## src/rtl/mac_sequencer.sv

```systemverilog
// Beat sequencer for the SIMD MAC: issues operand beats, tracks them through
// the adder-tree latency, accumulates sums and emits a scaled, saturated result.
module mac_sequencer #(
    parameter int SUM_WIDTH    = 38,
    parameter int TREE_LATENCY = 3,
    parameter int MAX_BEATS    = 256,
    parameter int MAX_OUTPUTS  = 65535,
    parameter int ACC_WIDTH    = SUM_WIDTH + $clog2(MAX_BEATS),
    parameter int OUTPUT_WIDTH = 16
) (
    input  logic                               clk,
    input  logic                               rst_in,
    input  logic                               start_in,
    input  logic [$clog2(MAX_BEATS+1)-1:0]     num_beats_in,
    input  logic [$clog2(MAX_OUTPUTS+1)-1:0]   num_outputs_in,
    input  logic [5:0]                         scale_in,
    output logic                               busy_out,
    output logic                               done_out,
    input  logic                               fetch_valid_in,
    output logic                               fetch_ready_out,
    output logic                               mac_valid_out,
    input  logic [SUM_WIDTH-1:0]               mac_sum_in,
    output logic                               out_valid_out,
    input  logic                               out_ready_in,
    output logic [OUTPUT_WIDTH-1:0]            out_data_out
);

    localparam int BW = $clog2(MAX_BEATS + 1);
    localparam int OCW = $clog2(MAX_OUTPUTS + 1);

    localparam logic signed [ACC_WIDTH-1:0] SAT_MAX =
        {{(ACC_WIDTH-OUTPUT_WIDTH+1){1'b0}}, {(OUTPUT_WIDTH-1){1'b1}}};
    localparam logic signed [ACC_WIDTH-1:0] SAT_MIN =
        {{(ACC_WIDTH-OUTPUT_WIDTH+1){1'b1}}, {(OUTPUT_WIDTH-1){1'b0}}};

    typedef enum logic [1:0] {
        S_IDLE,
        S_ISSUE,
        S_DRAIN,
        S_OUTPUT
    } state_t;

    state_t                       r_state;
    state_t                       w_next;
    logic [BW-1:0]                r_nbeats;
    logic [OCW-1:0]               r_nouts;
    logic [5:0]                   r_scale;
    logic [BW-1:0]                r_beat_cnt;
    logic [OCW-1:0]               r_out_cnt;
    logic [TREE_LATENCY-1:0]      r_vpipe;
    logic [TREE_LATENCY-1:0]      w_vpipe_nx;
    logic signed [ACC_WIDTH-1:0]  r_acc;
    logic signed [ACC_WIDTH-1:0]  w_sum_ext;
    logic signed [ACC_WIDTH-1:0]  w_shifted;
    logic [OUTPUT_WIDTH-1:0]      w_sat;
    logic                         r_done;

    logic w_issue;
    logic w_load;
    logic w_clr;
    logic w_done_set;
    logic w_next_out;

    assign w_sum_ext = {{(ACC_WIDTH-SUM_WIDTH){mac_sum_in[SUM_WIDTH-1]}},
                        mac_sum_in};

    // Next-state and per-cycle control decode
    always_comb begin
        w_next     = r_state;
        w_issue    = 1'b0;
        w_load     = 1'b0;
        w_clr      = 1'b0;
        w_done_set = 1'b0;
        w_next_out = 1'b0;
        unique case (r_state)
            S_IDLE: begin
                if (start_in) begin
                    w_load = 1'b1;
                    if (num_outputs_in == '0) begin
                        w_done_set = 1'b1;
                    end else begin
                        w_clr  = 1'b1;
                        w_next = (num_beats_in == '0) ? S_DRAIN : S_ISSUE;
                    end
                end
            end
            S_ISSUE: begin
                w_issue = fetch_valid_in;
                if (w_issue && (r_beat_cnt == r_nbeats - BW'(1))) begin
                    w_next = S_DRAIN;
                end
            end
            S_DRAIN: begin
                if (r_vpipe == '0) begin
                    w_next = S_OUTPUT;
                end
            end
            S_OUTPUT: begin
                if (out_ready_in) begin
                    if (r_out_cnt == r_nouts - OCW'(1)) begin
                        w_done_set = 1'b1;
                        w_next     = S_IDLE;
                    end else begin
                        w_clr      = 1'b1;
                        w_next_out = 1'b1;
                        w_next     = (r_nbeats == '0) ? S_DRAIN : S_ISSUE;
                    end
                end
            end
            default: w_next = S_IDLE;
        endcase
    end

    // Valid pipe shifts every cycle; bit 0 takes this cycle's issue
    always_comb begin
        w_vpipe_nx    = r_vpipe << 1;
        w_vpipe_nx[0] = w_issue;
    end

    // State, configuration, counters, valid pipe and done pulse
    always_ff @(posedge clk) begin
        if (rst_in) begin
            r_state    <= S_IDLE;
            r_nbeats   <= '0;
            r_nouts    <= '0;
            r_scale    <= '0;
            r_beat_cnt <= '0;
            r_out_cnt  <= '0;
            r_vpipe    <= '0;
            r_done     <= 1'b0;
        end else begin
            r_state <= w_next;
            r_vpipe <= w_vpipe_nx;
            r_done  <= w_done_set;
            if (w_load) begin
                r_nbeats  <= num_beats_in;
                r_nouts   <= num_outputs_in;
                r_scale   <= scale_in;
                r_out_cnt <= '0;
            end else if (w_next_out) begin
                r_out_cnt <= r_out_cnt + OCW'(1);
            end
            if (w_clr) begin
                r_beat_cnt <= '0;
            end else if (w_issue) begin
                r_beat_cnt <= r_beat_cnt + BW'(1);
            end
        end
    end

    // Accumulate tree sums whose beat reaches the end of the valid pipe
    always_ff @(posedge clk) begin
        if (rst_in) begin
            r_acc <= '0;
        end else if (w_clr) begin
            r_acc <= '0;
        end else if (r_vpipe[TREE_LATENCY-1]) begin
            r_acc <= r_acc + w_sum_ext;
        end
    end

    // Scale and saturate the held accumulator into the result range
    always_comb begin
        w_shifted = r_acc >>> r_scale;
        if (w_shifted > SAT_MAX) begin
            w_sat = SAT_MAX[OUTPUT_WIDTH-1:0];
        end else if (w_shifted < SAT_MIN) begin
            w_sat = SAT_MIN[OUTPUT_WIDTH-1:0];
        end else begin
            w_sat = w_shifted[OUTPUT_WIDTH-1:0];
        end
    end

    assign busy_out        = (r_state != S_IDLE);
    assign done_out        = r_done;
    assign fetch_ready_out = w_issue;
    assign mac_valid_out   = w_issue;
    assign out_valid_out   = (r_state == S_OUTPUT);
    assign out_data_out    = (r_state == S_OUTPUT) ? w_sat : '0;

endmodule
```

## config.mk

```make
export PLATFORM = sky130hd
export DESIGN_NAME = mac_sequencer
export DESIGN_NICKNAME = d
export VERILOG_FILES = /design/src/rtl/mac_sequencer.sv
export SDC_FILE = /design/constraint.sdc
export NUM_CORES = 1
export LEC_CHECK = 0
export BUFFER_PORTS_ARGS = -buffer_cell sky130_fd_sc_hd__clkbuf_2
export CAP_MARGIN = 20
export CORE_ASPECT_RATIO = 1.1
export CORE_UTILIZATION = 45
export CTS_BUF_LIST = sky130_fd_sc_hd__clkbuf_8
export DETAILED_ROUTE_END_ITERATION = 16
export PLACE_DENSITY = 0.64
export SETUP_SLACK_MARGIN = 0.1
export SYNTH_ARGS = -nofsm -noshare
export SYNTH_HDL_FRONTEND = slang
export SYNTH_SLANG_ARGS = --single-unit
```

## constraint.sdc

```tcl
create_clock -name clk -period 5.6 [get_ports clk]
set_input_delay 0.56 -clock clk [delete_from_list [all_inputs] [get_ports clk]]
set_output_delay 0.56 -clock clk [all_outputs]
set_load 0.05 [all_outputs]
```

==> metrics.yaml <==
synth.avg_cell_area_um2: 7.81
cts_sinks: 108
critical_path_class: "reg2out"
crit_path_start_kind: "flip-flop"
dp_hpwl_mm: 22.7
port_buffers: 94
pwr-share-seq: 0.337
core-area_um2: 23700
final_cell_area_um2: 11600
grt_usage: 0.241
grt_max_degree: 51
status: "finished clean"
max_clock_freq_mhz: 201
cts_hold_buf: 0
relSlewSlack: 0.354
synthArstFlopShare: 0
swShare: 0.463
rr_startpoint: "r_nouts[0]"
postRouteAntennaNets: 0
place.gp.congestion: 0.938
setup_viol: 0
insertion_delay_ns: 0.43
power_density_nw_per_um2: 246
grt_overflow_total: 0
placed_cell_area_um2: 11400
clkTransAtPathRegs_ns: 0.14
netlist_area_um2: 10900
num_vias: 10300
hold_class: "in2reg"
critPathLaunch: "r_scale[1]"
nets: 1547
clk_path_buf_depth: 2
ioPinCount: 95
slew_violations: 0
finalWirelength_mm: 29.8
post_cts_buffers: 0
tns_ns: 0
cellLeakagePower_nw: 4.70
cts_tree: "built"
power.share.combinational: 0.484
yosys_warnings: 0
dieArea_um2: 24800
firstDrtPassIters: 5
start_util: 0.458
post_cts_resized: 0
irDropWorstVdd_mv: 0.161
drtIter0Drc: 707
antenna_cells: 0
period_share: 0.888
layout-drive-gt1-share: 0.147
maxCapViolations: 0
path_max_fanout: 50
syn2layout_area_growth_pct: 6.86
post-route-min-period_ns: 4.97
seq_area_um2: 2170
synth_cell_type_count: 76
rsz0062_at_grt: "false"
ys_seq_area_frac: 0.199
synth_edf_count: 0
antenna_found_initial: 0
rows: 59
ys_seq_elements: 108
switchingPower_w: 0.00132
cp.required_ns: 5.04
viasPerCell: 5.97
multi_input_area_um2: 8110
die_h_um: 165
avgRoutedWirePerCell_um: 17.2
syn_nets: 1518
worstMarginPinSlew_ns: 0.968
p_int_w: 0.00153
cts_root_buffer: "clkbuf_8"
fillers: 2348
clock_power_share: 0.178
skew_ns: 0.0337
grt_pass1_wl_mm: 47.8
arrival_ns: 4.41
hold_viol_final: 0
worstHoldStart: "num_outputs_in[3]"
synthCells: 1390
yosys_most_used_dff: "dfxtp_1"
grt_pass1_vias: 9447
die_w_um: 150
end_kind: "primary output"
drcViolationCount: 0
h-tree-depth: 3
cts_buffers: 9
[kinds of logic after synthesis]
| group | Yosys count | synth area share |
|---|---|---|
| AOI/OAI and AO/OA | 361 | 0.207 |
| xor gates and xnor gates | 99 | 0.0799 |
| adders and majority gates | 54 | 0.0629 |
| buffers and inverters | 125 | 0.0536 |
| DFF | 108 | 0.199 |
| muxes | 137 | 0.184 |
| and+or+nand+nor | 506 | 0.214 |
[worst max-delay path, stage by stage, from the launching register on]
cell	delay (ns)
dfxtp_4	0.83
buf_4	0.51
mux4_2	0.59
and2_0	0.17
a31oi_1	0.19
a21oi_1	0.16
nand4b_1	0.24
o22ai_1	0.16
and3_1	0.19
o21ai_1	0.06
nand2_1	0.43
a31oi_1	0.16
clkbuf_2	0.27
[stage by stage]
step	instances	hold slack, ns	setup WS [ns]	total power [W]	utilization
2_1_floorplan	1390	0.441	1.64	0.00205	-
3_3_place_gp	1712	0.447	1.22	0.00232	0.480
3_5_place_dp	1713	0.456	1.15	0.00234	0.481
4_1_cts	1729	0.336	0.663	0.00285	0.490
5_1_grt	1729	0.348	0.334	0.00304	0.490
6_report	1729	0.352	0.629	0.00285	0.490
[cell usage after synthesis (4+ instances only)]
library cell,number,share of area
buf_4,8,0.0055
nand2b_1,10,0.0058
inv_1,31,0.011
xor2_1,44,0.035
a41oi_1,4,0.0032
o21ai_0,67,0.031
a311oi_1,4,0.0032
nand3_1,28,0.013
and2_1,12,0.0069
a21o_1,29,0.020
nor4b_1,4,0.0032
buf_6,9,0.0093
buf_1,9,0.0031
o2111ai_1,4,0.0032
nand2_1,206,0.071
dfxtp_1,108,0.20
o22ai_1,7,0.0040
mux2_2,17,0.018
or4_1,4,0.0028
a211oi_1,15,0.010
o211ai_1,8,0.0055
nor3_1,12,0.0055
ha_1,53,0.061
nor2_1,141,0.049
buf_2,11,0.0051
a31oi_1,25,0.014
clkbuf_1,53,0.018
o41ai_1,4,0.0032
nand4_1,13,0.0075
and3_1,16,0.0092
xnor2_1,55,0.044
a21oi_1,137,0.063
and4_1,4,0.0032
a211o_1,5,0.0040
o21bai_1,8,0.0055
nor4_1,15,0.0086
or3_1,4,0.0023
o31ai_1,5,0.0035
mux2i_1,72,0.066
o21a_1,5,0.0035
nor2b_1,19,0.011
mux4_2,48,0.10
[registers in the layout, summed over array words and instances (netlist names)]
name / cells
r_acc: 46
r_nouts: 16
r_out_cnt: 16
r_beat_cnt: 9
r_nbeats: 9
r_scale: 6
r_vpipe: 3
r_state: 2
done_out: 1
[power groups by stage]
| stage | registers (W) | logic (W) | clock network [W] |
|---|---|---|---|
| 2_1_floorplan | 0.000888 | 0.00116 | 0 |
| 3_3_place_gp | 0.000976 | 0.00134 | 0 |
| 3_5_place_dp | 0.000979 | 0.00136 | 0 |
| 4_1_cts | 0.000961 | 0.00137 | 0.000523 |
| 5_1_grt | 0.000979 | 0.00152 | 0.000550 |
| 6_report | 0.000961 | 0.00138 | 0.000508 |
[cell usage in the layout (no fill, tap or decap), types with 8 or more instances in the layout]
| master | count |
|---|---|
| a211oi_1 | 15 |
| a21o_1 | 29 |
| a21oi_1 | 137 |
| a31oi_1 | 25 |
| and2_1 | 12 |
| and3_1 | 16 |
| buf_4 | 14 |
| clkbuf_2 | 94 |
| clkbuf_8 | 9 |
| dfxtp_1 | 103 |
| ha_1 | 53 |
| inv_1 | 31 |
| mux2_2 | 17 |
| mux2i_1 | 72 |
| mux4_2 | 48 |
| nand2_1 | 206 |
| nand2b_1 | 10 |
| nand3_1 | 28 |
| nand4_1 | 13 |
| nor2_1 | 141 |
| nor2b_1 | 19 |
| nor3_1 | 12 |
| nor4_1 | 15 |
| o211ai_1 | 8 |
| o21ai_0 | 67 |
| o21bai_1 | 8 |
| xnor2_1 | 55 |
| xor2_1 | 44 |
[cell type report]
class                   count  area share
well taps                 305      0.0329
clock inverters             7     0.00766
repair buffers            109      0.0513
flip-flops and latches    108       0.187
multi-input cells        1157       0.699
inverters                  34      0.0110
clock buffers               9      0.0107
[per-layer routing]
| layer | GRT usage | wire [um] | vias up |
|---|---|---|---|
| met5 | 0 | 0 | - |
| met4 | 0.0721 | 560 | 0 |
| met3 | 0.0287 | 1250 | 37 |
| met2 | 0.420 | 14600 | 247 |
| met1 | 0.309 | 13300 | 4914 |
| li1 | - | - | 5116 |
[worst paths after layout]
check	cells after the start	slack [ns]	endpoint
worst min register to register	1	0.47	r_vpipe[2]
worst max register to register	13	1.70	r_acc[44]
worst max-delay path	12	0.63	out_data_out[9]
worst min-delay path	3	0.35	r_nouts[3]
No activity file was read; power rests on OpenSTA's default activity.
